## src/rtl/monolith_merkle_root.sv

```systemverilog
// Merkle-root sequencer in front of the Monolith permutation engine.
// Hashes each leaf, then compresses pairs in place until one node remains.
module monolith_merkle_root #(
  parameter int LEAVES = 8
) (
  input  logic        clk,
  input  logic        reset_n,
  input  logic        leaf_valid,
  output logic        leaf_ready,
  input  logic [30:0] leaf_data,
  output logic        root_valid,
  input  logic        root_ready,
  output logic [30:0] root,
  output logic        busy,
  output logic [30:0] eng_in1,
  output logic [30:0] eng_in2,
  output logic        eng_hash_or_compress,
  output logic        eng_go,
  input  logic [30:0] eng_out,
  input  logic        eng_valid
);

  if (LEAVES < 2 || LEAVES > 16 || (LEAVES & (LEAVES - 1)) != 0) begin : g_bad
    $fatal(1, "LEAVES must be a power of two in 2..16");
  end

  localparam int IW = $clog2(LEAVES);
  localparam int CW = IW + 1;

  typedef enum logic [2:0] {
    LEAF_WAIT,
    HASH,
    COMP,
    GAP,
    ROOT
  } state_t;

  state_t        state, state_nxt;
  logic [30:0]   nodes [LEAVES];
  logic [IW-1:0] leaf_idx;
  logic [CW-1:0] n, j, n_nxt, j_nxt;
  logic          hashing;
  logic [IW-1:0] lo_addr, hi_addr;
  logic [30:0]   leaf_red;

  assign leaf_red = (leaf_data == 31'h7FFF_FFFF) ? '0 : leaf_data;
  assign lo_addr  = IW'({j_nxt, 1'b0});
  assign hi_addr  = lo_addr | IW'(1);
  assign root     = root_valid ? nodes[0] : '0;

  always_comb begin
    state_nxt  = state;
    leaf_ready = 1'b0;
    eng_go     = 1'b0;
    root_valid = 1'b0;
    n_nxt      = n;
    j_nxt      = j;
    unique case (state)
      LEAF_WAIT: begin
        leaf_ready = 1'b1;
        if (leaf_valid) state_nxt = HASH;
      end
      HASH, COMP: begin
        eng_go = 1'b1;
        if (eng_valid) state_nxt = GAP;
      end
      GAP: begin
        if (hashing && leaf_idx != IW'(LEAVES - 1)) begin
          state_nxt = LEAF_WAIT;
        end else begin
          if (hashing) begin
            n_nxt = CW'(LEAVES / 2);
            j_nxt = '0;
          end else begin
            j_nxt = j + 1'b1;
            if (j_nxt == n) begin
              n_nxt = n >> 1;
              j_nxt = '0;
            end
          end
          state_nxt = (n_nxt == '0) ? ROOT : COMP;
        end
      end
      ROOT: begin
        root_valid = 1'b1;
        if (root_ready) state_nxt = LEAF_WAIT;
      end
      default: state_nxt = LEAF_WAIT;
    endcase
  end

  always_ff @(posedge clk or negedge reset_n) begin
    if (!reset_n) state <= LEAF_WAIT;
    else          state <= state_nxt;
  end

  always_ff @(posedge clk or negedge reset_n) begin
    if (!reset_n) begin
      for (int i = 0; i < LEAVES; i++) nodes[i] <= '0;
      leaf_idx             <= '0;
      n                    <= '0;
      j                    <= '0;
      hashing              <= 1'b1;
      busy                 <= 1'b0;
      eng_in1              <= '0;
      eng_in2              <= '0;
      eng_hash_or_compress <= 1'b0;
    end else begin
      unique case (state)
        LEAF_WAIT: if (leaf_valid) begin
          eng_in1              <= leaf_red;
          eng_in2              <= '0;
          eng_hash_or_compress <= 1'b0;
          hashing              <= 1'b1;
          busy                 <= 1'b1;
        end
        HASH: if (eng_valid) nodes[leaf_idx] <= eng_out;
        // pair j always lands at slot j, so the tree shrinks in place
        COMP: if (eng_valid) nodes[j[IW-1:0]] <= eng_out;
        GAP: begin
          if (state_nxt == LEAF_WAIT) begin
            leaf_idx <= leaf_idx + 1'b1;
          end else begin
            n       <= n_nxt;
            j       <= j_nxt;
            hashing <= 1'b0;
            if (state_nxt == COMP) begin
              eng_in1              <= nodes[lo_addr];
              eng_in2              <= nodes[hi_addr];
              eng_hash_or_compress <= 1'b1;
            end
          end
        end
        ROOT: if (root_ready) begin
          leaf_idx <= '0;
          n        <= '0;
          j        <= '0;
          hashing  <= 1'b1;
          busy     <= 1'b0;
        end
        default: ;
      endcase
    end
  end

endmodule

```

## config.mk

```make
export PLATFORM = sky130hd
export DESIGN_NAME = monolith_merkle_root
export DESIGN_NICKNAME = d
export VERILOG_FILES = /design/src/rtl/monolith_merkle_root.sv
export SDC_FILE = /design/constraint.sdc
export NUM_CORES = 1
export LEC_CHECK = 0
export BUFFER_PORTS_ARGS = -buffer_cell sky130_fd_sc_hd__buf_2
export CORE_ASPECT_RATIO = 0.7
export CORE_MARGIN = 5
export CORE_UTILIZATION = 45
export CTS_BUF_LIST = sky130_fd_sc_hd__clkbuf_2
export DETAILED_ROUTE_END_ITERATION = 8
export MAX_ROUTING_LAYER = met4
export SLEW_MARGIN = 30
export SYNTH_ARGS = -nofsm -noshare
export SYNTH_HDL_FRONTEND = slang
export SYNTH_SLANG_ARGS = --single-unit
export TNS_END_PERCENT = 1
```

## constraint.sdc

```tcl
create_clock -name clk -period 7 [get_ports clk]
set_clock_uncertainty 0.15 [all_clocks]
set_input_delay 0.35 -clock clk [delete_from_list [all_inputs] [get_ports clk]]
set_output_delay 0.35 -clock clk [all_outputs]
set_load 0.02 [all_outputs]
```

==> results, run 1 <==
- The region available for standard cell placement spans 32600 um2.
- Ranked by total cell area, the synthesized netlist is headed by dfrtp_1 55%, mux2_2 19%, mux2i_1 6.2%.
- After clock tree synthesis, the clock-pin slew on the worst setup and hold paths is 0.10 ns.
- The cell count after synthesis came out at 1176.
- The combinational share of power is 45.2%.
- The number of H-tree branching levels is 3.
- Setup repair after global routing left no endpoint under its margin.
- In the post-synthesis netlist, the cell with the most instances is dfrtp_1.
- The starting utilization of the core area is around 46%.
- The placed instance area is 16200 um2.
- The kind of critical path is register to register.
- For this design the top-level I/O count stands at 165.
- TritonCTS built the clock tree.
- The number of remaining DRC errors is 0.
- The family with the most delay on the worst path is buffers and inverters.
- Net switching is about two fifths of the power.
- Counting distinct cell types in the post-synthesis netlist gives 50.
- The area growth from synthesis to layout is 22.3%.
- The total overflow left after global routing is 0.
- Row generation in the floorplan step produced 55 rows.
- The global router's overall resource usage is between 20% and 30%.
- The start of the worst register-to-register path is j[0].
- At the end of the flow, the number of nets in the layout was 1561.
- When the netlist entered floorplanning its net count stood at 1246.
- The vertical extent of the die is 163 um.
- The startpoint identified for the worst hold timing path is eng_out[6].
- Walking the worst path, the cells encountered are ha_1 > xnor3_1 > nand3_1 > o211ai_2 > nand2_8 > buf_4 > nand3_1 > a32o_1 > a21oi_2 > dlygate4sd3_1.
- The count of flip-flops with a built-in enable after synthesis is 0.
- The post-synthesis area per instance is approximately 13 um2.
- The first global-routing pass estimated approximately 66000 um of wire.
- The number of gates resized after CTS was 0.
- The clock net in this run drives a total of 327 sinks.
- The internal power of the cells totals 0.00515 W.
- Dividing the detail-routed wire length by the instance count gives 21.4 um.
- The required arrival time at the worst endpoint is between 7 and 8 ns.
- The area fraction of the dominant cell type after synthesis is between 50 and 60%.
- For this design the total switching power over the nets is approximately 0.0033 W.
- The most used flip-flop cell after synthesis is dfrtp_1.
- No sink is reached through more buffers than the 3 on the longest clock path.
- The cell area after technology mapping is 15000 um2.
- The worst slew margin relative to its limit is about a third.
- The run finished with clean final reports.
- For the worst-skew pair, the clock arrives at the later sink with an insertion delay of between 0.9 and 1 ns.
- The number of port buffers is 164.
- By count the netlist is led by 326 x dfrtp_1, 248 x mux2_2, 93 x mux2i_1, 87 x nand2_1, 71 x nand3_1.
- The smallest clock period supported by the final layout is computed as between 4 and 5 ns.
- The final layout contains routed wiring with a total length of 42100 um.
- Setup violations remaining at the end of the flow were counted as 0.
- During synthesis, Yosys emitted a total of 0 warnings.
- The power consumption is ~0.0084 W.
- The synthesized design contains 327 register bits.
- For the worst setup path, the data arrival time is around 5.2 ns.
- Of the synthesized area, sequential elements account for 54.7%.
- The horizontal die dimension is approximately 230 um.
- Counting tap cells, the placed design contains a total of 1700 instances.
- The die covers 37000 um2.
- The worst path uses 63.6% of the clock period.
- In the routed layout, each cell is associated on average with a via count of 5.59.
- Counting both buffers and inverters, the worst setup path holds a total of 2.
- The critical path starts at j[0].
- Per report_power, the sequential group accounts for 39.1% of the total.
- The timing-limited maximum frequency is 0.225 GHz.
- The post-route non-filler standard cell count is 1967.
- For this run, asynchronously set or reset flops after synthesis account for 100%.
- The setup fix buffers added after clock tree synthesis is 0.
- The clock power share is between 10% and 20%.
- The areal power density over the cells is 461 nW/um2.
- On the worst path, the slowest cell contributes a delay of 0.68 ns.
- The total clock buffers created by CTS is 81.
- The worst setup path is captured at a register.
- On the critical path, the stage with the largest delay is an instance of nand2_8.
- STA classifies the critical path startpoint as a register.
- The maximum number of pins on one net before global-route repair is approximately 180.
- The clock root buffer is clkbuf_2.
- In this design, the critical path's most frequently occurring cell is nand3_1.
- The worst hold path belongs to the class input pin to register.
- For the pin with the worst max-slew slack, the measured transition is 0.976 ns.
- The total count of hold-check failures in the final report is 0.
- The via count of the first global-routing pass was 11300.
- The weighted congestion at the end of routability-driven global placement is 0.816.
- The first TritonRoute pass finished after 5 iterations.
- The final antenna-violating net count is 0.
- Of all nets on the critical path, the largest fanout is 90.
- The tool flagged a number of max-cap violations equal to 0.
- For this block, the via count after detailed routing is 11000.
- The starting DRC count in detailed routing is around 850.
- The post-route netlist has about two fifths of its cells at a drive strength greater than 1.
- The max-slew violation total from the final report is 0.
- The leakage power summed over all cells is 8.47 nW.
- The number of antenna violations at the first check in global routing is 1.
- The maximum vdd ir drop is 310 uV.
- Adding up every negative setup slack in the final design gives 0 ns.
- Detailed placement ended at an HPWL of 25300 um.
- Once layout is done, the placed cells without fillers occupy 18300 um2.
- The biggest area contributor in the post-synthesis netlist is dfrtp_1.
[metal layers]
layer	track usage [%]	vias to the layer above	wire length (um)
met5	-	-	0
li1	-	4959	-
met4	8.16	0	1070
met2	33.9	337	18700
met1	32.6	5621	20100
met3	5.56	81	2180
[what timing repair did]
action | CTS | global route
endpoints found under the hold margin | 622 | 0
endpoints found under the setup margin | 0 | 0
hold buffers | 134 | 0
[worst register-to-register path: cells and delay by family, from the launching register on]
family	cells	cell delay, ns
buffers and inverters	2	1.34
and+or+nand+nor	3	1.05
AOI/OAI and AO/OA	3	0.63
DFF	1	0.61
adders and majority gates	1	0.33
xor gates and xnor gates	1	0.29
[cell families (layout without fill, tap and decap cells)]
family | count (synthesis) | count (layout) | share of synthesized area, %
multiplexers | 342 | 342 | 25.0
flip-flops | 327 | 327 | 54.7
AND/OR/NAND/NOR | 277 | 277 | 8.97
AO/OA/AOI/OAI | 127 | 127 | 7.19
buffers and inverters | 92 | 455 | 3.34
XOR/XNOR | 8 | 8 | 0.560
adder cells (fa/ha/maj) | 3 | 3 | 0.251
other | 0 | 1 | 0
[power by group through the flow]
stage               Clock [W]  Combinational, W  Sequential [W]
floorplan                   0           0.00256         0.00330
global placement            0           0.00339         0.00331
detailed placement          0           0.00348         0.00333
CTS                   0.00137           0.00380         0.00329
global route          0.00146           0.00414         0.00340
finish                0.00132           0.00382         0.00330
[flip-flops by register name (all words and copies together) (netlist names), 3 cells and up]
signal / count
state: 3
n: 4
nodes: 248
eng_in2: 31
j: 4
leaf_idx: 3
eng_in1: 31
[path summary, 6_finish.rpt]
path	to	slack, ns	cells after the start
min	nodes[68]	0.13	3
min in group asynchronous	nodes[240]	0.44	4
min reg2reg	eng_in2[2]	0.34	2
max reg2reg	eng_in1[7]	2.55	10
max in group asynchronous	nodes[74]	5.36	5
max	eng_in1[7]	2.55	10
[placed cells by master, fill, tap and decap left out, types with 9 or more instances in the layout]
cell           synthesis  layout
dfrtp_1              326     326
buf_2                 36     163
o221ai_1              31      31
buf_4                 13      16
clkbuf_2               0     121
o21ai_0               10      10
a32o_1                33      33
a21oi_2               30      30
and3_1                31      31
dlygate4sd3_1          0     133
mux2i_1               93      93
nand3_1               71      71
nand2_1               87      87
mux2_2               248     248
nor2_1                44      40
nand4_1                9       9
[layout make-up]
| cell class | instances | area (um2) |
|---|---|---|
| Fill cell | 2784 | 14300 |
| Sequential cell | 327 | 8180 |
| Multi-Input combinational cell | 757 | 6360 |
| Timing Repair Buffer | 321 | 2480 |
| Clock buffer | 121 | 606 |
| Tap cell | 427 | 534 |
| Clock inverter | 10 | 120 |
| Inverter | 3 | 11.3 |
| Antenna cell | 1 | 2.50 |
[through the flow]
step                utilization, %  hold WS [ns]  setup WS (ns)
global placement              49.4         0.243           3.32
global route                  56.2        0.0485           2.32
CTS                           56.1       0.00253           2.64
detailed placement            49.7         0.230           3.22
finish                        56.2         0.128           2.55
floorplan                        -       -0.0956           4.55
(Power assumes the default switching activity.)
==> run 2, diff against run 1 <==
==> constraint.sdc (replaced) <==
create_clock -name clk -period 4.3 [get_ports clk]
set_clock_uncertainty 0.15 [all_clocks]
set_input_delay 0.215 -clock clk [delete_from_list [all_inputs] [get_ports clk]]
set_output_delay 0.215 -clock clk [all_outputs]
set_load 0.02 [all_outputs]
==> run 2 against run 1 <==
Count of clock-buffer cells in the layout fell by 19. Sequential power grew 64%. Wire length is 5.7% higher. Register-to-register slack worse by 2.3 ns. Highest routed layer unchanged. Critical path type unchanged. Critical endpoint is now eng_in1[5]. Non-clock buffer count up 66.
==> results, run 2 (same netlist as run 1, synthesis figures left out) <==
- The summed area of non-filler cells in the final layout came to 18700 um2 (was 18300 um2).
- The starting DRC count in detailed routing is 765 (was 848).
- The total congestion overflow is 0 (unchanged).
- The setup TNS is 0 ns (unchanged).
- The start of the worst register-to-register path is j[0] (unchanged).
- The vertical extent of the die is 163 um (unchanged).
- The class of the tightest hold or removal check was input pin to register (unchanged).
- The worst slew margin relative to its limit is 36.7% (was 34.9%).
- The cell type of the slowest stage on the worst timing path is dfrtp_1 (was nand2_8).
- The weighted congestion at the end of routability-driven global placement came to 0.790 (was 0.816).
- The count of buffering cells on the critical path with inverters included came to 3 (was 2).
- The total clock buffers created by CTS is 81 (unchanged).
- The final cell utilization of the core came to 57.5% (was 56.2%).
- The maximum number of buffers from clock root to sink came to 3 (unchanged).
- The first-pass iteration count of the detailed router is 5 (unchanged).
- The signal arrival time at the worst endpoint is 4.68 ns (was 5.17 ns).
- The number of antenna violations at the first check in global routing is 1 (unchanged).
- The horizontal die dimension was 228 um (unchanged).
- The clock insertion delay at the later pin of the skew report is 0.97 ns (was 0.94 ns).
- The number of top-level design ports is 165 (unchanged).
- Most frequent cells in the layout: 326 x dfrtp_1, 248 x mux2_2, 187 x dlygate4sd3_1 (was 326 x dfrtp_1, 248 x mux2_2, 163 x buf_2).
- The post-detailed-route via-to-cell ratio is 5.60 (was 5.59).
- The setup slack at placement is 0.888 ns (was 3.22 ns).
- The worst hold path cell count came to 5 (was 3).
- The placed instance area is 16200 um2 (about the same).
- The number of placement rows is 55 (unchanged).
- The maximum number of pins on one net before global-route repair is 93 (was 179).
- The leakage power summed over all cells is 8.63 nW (was 8.47 nW).
- The flip-flop count of the largest register, all copies and words added came to 248 (unchanged).
- The most frequent cell on the critical path is buf_4 (was nand3_1).
- The number of port buffers came to 164 (unchanged).
- The family with the most delay on the worst path is buffers and inverters (unchanged).
- The type of origin of the critical path is a register (unchanged).
- The CTS clock-pin slew for the worst setup and hold paths is 0.10 ns (about the same).
- The signed area change from the synthesized netlist to the final layout is 25.1% (was 22.3%).
- The areal power density over the cells came to 732 nW/um2 (was 461 nW/um2).
- The aggregate routed wire length is 44500 um (was 42100 um).
- The area of the core is 32600 um2 (unchanged).
- The global router's overall resource usage is 24.9% (was 23.4%).
- The most frequent standard cell in the layout excluding fill and tap cells was dfrtp_1 (unchanged).
- The number of max-cap violations is 0 (unchanged).
- The wire length of the first global-routing pass was 70400 um (was 66500 um).
- The number of logic stages on the critical path including buffering is 10 (unchanged).
- The routed via count is 11300 (was 11000).
- The final setup violation count is 0 (unchanged).
- The path depth of the worst reg2reg path is 10 (unchanged).
- The starting utilization of the core area is 46.0% (unchanged).
- The post-route clock period utilization is 93.2% (was 63.6%).
- Outcome: finished, final reports clean (unchanged).
- The via count of the first global-routing pass came to 12000 (was 11300).
- The slack of the critical path was 0.292 ns (was 2.55 ns).
- The number of H-tree branching levels is 3 (unchanged).
- The worst min-delay path startpoint is root_ready (was eng_out[6]).
- The kind of critical path is register to register (unchanged).
- The actual slew at the worst max-slew pin is 0.949 ns (was 0.976 ns).
- The required arrival time at the worst endpoint is 4.97 ns (was 7.72 ns).
- The die area came to 37000 um2 (unchanged).
- The setup fix buffers added after clock tree synthesis came to 0 (unchanged).
- The timing startpoint of the critical path is j[0] (unchanged).
- The peak fanout along the critical path is 32 (was 90).
- The timing-limited maximum frequency was 0.250 GHz (was 0.225 GHz).
- The clock tree from TritonCTS is built (unchanged).
- The HPWL reported at the end of detailed placement is 26200 um (was 25300 um).
- Cells along the critical path: nand3_1 > xnor2_1 > o21ai_2 > nand2_1 > buf_4 > o21a_1 > buf_4 > a32o_1 > a21oi_2 > dlygate4sd3_1 (was ha_1 > xnor3_1 > nand3_1 > o211ai_2 > nand2_8 > buf_4 > nand3_1 > a32o_1 > a21oi_2 > dlygate4sd3_1).
- Top Registers: nodes (248), eng_in1 (31), eng_in2 (31) (unchanged).
- The average detailed-routed wire length per instance is 22.0 um (was 21.4 um).
- The max-slew violation total from the final report is 0 (unchanged).
- The largest register by flop count is nodes (unchanged).
- The stage delay of the slowest cell on the critical path is 0.65 ns (was 0.68 ns).
- The number of nets at the end of the flow was 1627 (was 1561).
- Setup repair after global routing missed its margin: no (unchanged).
- The final antenna-violating net count was 0 (unchanged).
- The fraction of final layout cells sized beyond drive strength 1 is 37.9% (was 39.6%).
- The maximum vdd ir drop was 351 uV (was 310 uV).
- The clock root buffer was clkbuf_2 (unchanged).
- The post-layout minimum cycle time is 4.01 ns (was 4.45 ns).
- The number of sinks handled by clock tree synthesis came to 327 (unchanged).
- The number of remaining DRC errors is 0 (unchanged).
- The total count of hold-check failures in the final report is 0 (unchanged).
- The kind of end point of the critical path is a register (unchanged).
-- run 2: final timing paths --
path | end | slack [ns]
min reg2reg | eng_in2[8] | 0.34
min | leaf_idx[1] | 0.14
min in group asynchronous | nodes[244] | 0.30
max reg2reg | eng_in1[5] | 0.29
max in group asynchronous | nodes[16] | 3.12
max | eng_in1[5] | 0.29
-- run 2: metal layers --
layer	up-vias	global-route usage, %	share of wire [%]
met1	5769	34.3	47
li1	5090	-	-
met2	354	36.5	44
met4	0	8.63	2.5
met3	99	5.94	5.9
met5	-	-	0
-- run 2: layout make-up --
type	count	area, um2
clock inverters	14	80.1
fillers	2771	13800
well taps	427	534
multi-input cells	757	6360
diodes	2	5.00
flip-flops and latches	327	8180
clock buffers	102	510
repair buffers	387	3030
inverters	3	11.3
-- run 2: power by group --
| group | total, W | switching (W) | internal (W) |
|---|---|---|---|
| logic | 0.00636 | 0.00329 | 0.00307 |
| registers | 0.00542 | 0.000931 | 0.00449 |
| clock network | 0.00191 | 0.00123 | 0.000686 |
-- run 2: worst register-to-register path: cells and delay by family (launching register included) --
kind	cells	cell delay [ns]
AOI/OAI and AO/OA	4	0.79
xor gates and xnor gates	1	0.52
buffers and inverters	3	1.35
DFF	1	0.65
and+or+nand+nor	2	0.38
-- run 2: repair_timing --
action | 4_1_cts | 5_1_grt
hold buffers | 188 | 0
hold endpoints to repair | 623 | 0
gates resized for setup | 0 | 0
-- run 2: metrics by stage --
stage               power, W  std cells  hold WS, ns
CTS                   0.0137       2017       0.0539
finish                0.0137       2019        0.138
global placement      0.0110       1713       0.0947
floorplan            0.00953       1176       -0.231
detailed placement    0.0112       1713       0.0944
global route          0.0146       2019       0.0958
==> run 3, diff against run 2 <==
--- a/config.mk
+++ b/config.mk
@@ -5,12 +5,12 @@
 export SDC_FILE = /design/constraint.sdc
 export NUM_CORES = 1
 export LEC_CHECK = 0
-export BUFFER_PORTS_ARGS = -buffer_cell sky130_fd_sc_hd__buf_2
 export CORE_ASPECT_RATIO = 0.7
 export CORE_MARGIN = 5
 export CORE_UTILIZATION = 45
 export CTS_BUF_LIST = sky130_fd_sc_hd__clkbuf_2
 export DETAILED_ROUTE_END_ITERATION = 8
+export DONT_BUFFER_PORTS = 1
 export MAX_ROUTING_LAYER = met4
 export SLEW_MARGIN = 30
 export SYNTH_ARGS = -nofsm -noshare
==> run 3 against run 2 <==
The flow now finishes with violations (negative hold slack). Global-route usage shrank 1.3 points. Register-to-register slack is essentially flat. Final cell count shrank 11%. Highest routed layer unchanged. Fmax shrank 0.20%. Die area is the same. Sequential cell count is the same. Worst hold slack lost 1.3 ns. Design area shrank 7.3%. Combinational power shrank 11%. Count of clock-buffer cells in the layout grew 21.
==> results, run 3 (same netlist as run 1, synthesis figures left out) <==
- The total congestion overflow is 0 (unchanged).
- The weighted congestion at the end of routability-driven global placement came to 0.794 (was 0.790).
- The number of placement rows is 55 (unchanged).
- The max-slew violation total from the final report came to 0 (unchanged).
- The clock root buffer was clkbuf_2 (unchanged).
- The largest register by flop count is nodes (unchanged).
- The actual slew at the worst max-slew pin is 0.848 ns (was 0.949 ns).
- The flip-flop and latch area is 8180 um2 (unchanged).
- The signal arrival time at the worst endpoint was 4.69 ns (was 4.68 ns).
- The aggregate routed wire length was 42400 um (was 44500 um).
- The required arrival time at the worst endpoint was 4.97 ns (about the same).
- The maximum number of buffers from clock root to sink came to 3 (unchanged).
- The CTS clock-pin slew for the worst setup and hold paths came to 0.11 ns (was 0.10 ns).
- The number of antenna violations at the first check in global routing is 3 (was 1).
- The kind of end point of the critical path is a register (unchanged).
- The type of origin of the critical path is a register (unchanged).
- The starting DRC count in detailed routing was 915 (was 765).
- The class of the tightest hold or removal check is input pin to async pin (was input pin to register).
- The maximum number of pins on one net before global-route repair is 328 (was 93).
- Setup repair after global routing missed its margin: no (unchanged).
- The power consumption was 0.0134 W (was 0.0137 W).
- The final antenna-violating net count is 0 (unchanged).
- The areal power density over the cells came to 774 nW/um2 (was 732 nW/um2).
- The number of gates resized after CTS is 0 (unchanged).
- The via count of the first global-routing pass is 10900 (was 12000).
- The timing-limited maximum frequency came to 0.249 GHz (was 0.250 GHz).
- The wire length of the first global-routing pass came to 66400 um (was 70400 um).
- The routed via count came to 10400 (was 11300).
- The area of the core came to 32600 um2 (unchanged).
- The vertical extent of the die was 163 um (unchanged).
- The number of H-tree branching levels is 3 (unchanged).
- The setup fix buffers added after clock tree synthesis came to 0 (unchanged).
- The number of max-cap violations is 0 (unchanged).
- The setup TNS was 0 ns (unchanged).
- The clock insertion delay at the later pin of the skew report was 0.91 ns (was 0.97 ns).
- The signed area change from the synthesized netlist to the final layout is 16.0% (was 25.1%).
- The number of sinks handled by clock tree synthesis came to 327 (unchanged).
- Most frequent cells in the layout: 326 x dfrtp_1, 248 x mux2_2, 128 x dlygate4sd3_1 (was 326 x dfrtp_1, 248 x mux2_2, 187 x dlygate4sd3_1).
- The total clock buffers created by CTS is 81 (unchanged).
- The kind of critical path is register to register (unchanged).
- The horizontal die dimension is 228 um (unchanged).
- The fraction of final layout cells sized beyond drive strength 1 was 32.6% (was 37.9%).
- The HPWL reported at the end of detailed placement is 24900 um (was 26200 um).
- Top Registers: nodes (248), eng_in1 (31), eng_in2 (31) (unchanged).
- The peak fanout along the critical path came to 47 (was 32).
- The final reports fail on negative hold slack.
- The average detailed-routed wire length per instance is 23.4 um (was 22.0 um).
- The leakage power summed over all cells is 7.68 nW (was 8.63 nW).
- The hold-fix buffer count after cts is 128 (was 188).
- The number of nets at the end of the flow is 1393 (was 1627).
- The multi-input logic area is 6380 um2 (was 6360 um2).
- The fill cell instance count of the final layout is 2883 (was 2771).
- The total count of hold-check failures in the final report was 327 (was 0).
- The clock tree from TritonCTS was built (unchanged).
- The maximum vdd ir drop came to 457 uV (was 351 uV).
- The number of port buffers is 0 (was 164).
- The flip-flop count of the largest register, all copies and words added was 248 (unchanged).
- The post-layout minimum cycle time is 4.02 ns (was 4.01 ns).
- The worst hold-check slack is -1.14 ns (was 0.138 ns).
- The post-detailed-route via-to-cell ratio was 5.78 (was 5.60).
- Outcome: finished with violations (was finished, final reports clean).
- The starting utilization of the core area was 46.0% (unchanged).
- The die area is 37000 um2 (unchanged).
- The worst slew margin relative to its limit came to 43.5% (was 36.7%).
- The post-route clock period utilization is 93.4% (was 93.2%).
- The number of top-level design ports is 165 (unchanged).
- The number of remaining DRC errors came to 0 (unchanged).
- The most frequent standard cell in the layout excluding fill and tap cells was dfrtp_1 (unchanged).
- The first-pass iteration count of the detailed router is 5 (unchanged).
- The global router's overall resource usage came to 23.5% (was 24.9%).
- The final setup violation count is 0 (unchanged).
## run 3: cell types whose count changed in the layout (fill, tap and decap cells not counted), sizes merged
cell,previous run,this run
buf,200,25
dlygate4sd3,187,128
clkbuf,102,123
diode,2,3
inv,5,4
## run 3: critical path, cell delays in order, from the launching register on
cell	delay (ns)
dfrtp_1	0.63
ha_1	0.35
xnor2_1	0.33
nand3_1	0.25
o211ai_2	0.39
nand2_8	0.36
buf_4	0.36
mux2i_1	0.15
a32o_1	0.24
a21oi_2	0.12
dlygate4sd3_1	0.56
## run 3: stage by stage
| step | util, % | cells | cell area (um2) | hold slack, ns | worst slack [ns] |
|---|---|---|---|---|---|
| after CTS | 53.2 | 1802 | 17300 | -1.24 | 0.348 |
| after floorplan | - | 1176 | 15000 | -0.231 | 1.85 |
| after detailed placement | 47.1 | 1538 | 15300 | -0.219 | 0.911 |
| after global routing | 53.3 | 1806 | 17300 | -1.23 | 0.112 |
| after global placement | 47.1 | 1538 | 15300 | -0.222 | 1.00 |
| final | 53.3 | 1806 | 17300 | -1.14 | 0.284 |
## run 3: worst paths after layout
check                      slack (ns)   startpoint  cells after the start     endpoint
max                              0.28         j[0]                     10  eng_in1[22]
min                             -1.14      reset_n                      0   nodes[147]
max reg2reg                      0.28         j[0]                     10  eng_in1[22]
min reg2reg                      0.35   nodes[209]                      1   nodes[209]
max in group asynchronous        4.41      reset_n                      0   nodes[136]
min in group clk                 0.09  eng_out[27]                      2   nodes[151]
## run 3: area by class of cell
type / count / share of cell area [%]
Tap cell: 427 / 3.08
Antenna cell: 3 / 0.0433
Timing Repair Buffer: 153 / 8.87
Clock buffer: 123 / 3.55
Clock inverter: 13 / 0.440
Multi-Input combinational cell: 757 / 36.8
Inverter: 3 / 0.0649
Sequential cell: 327 / 47.2
## run 3: power by group
part / switching (W) / internal (W)
sequential: 0.00121 / 0.00448
clock: 0.00126 / 0.000803
combinational: 0.00284 / 0.00283
total: 0.00531 / 0.00812
## run 3: metal layers
| metal | vias up | part of all wire [%] | track usage (%) | routed length, um |
|---|---|---|---|---|
| met3 | 87 | 7.4 | 6.71 | 3140 |
| met5 | - | 0 | - | 0 |
| li1 | 4636 | - | - | - |
| met1 | 5397 | 45 | 31.3 | 19000 |
| met4 | 0 | 3.0 | 7.89 | 1270 |
| met2 | 313 | 45 | 35.2 | 18900 |
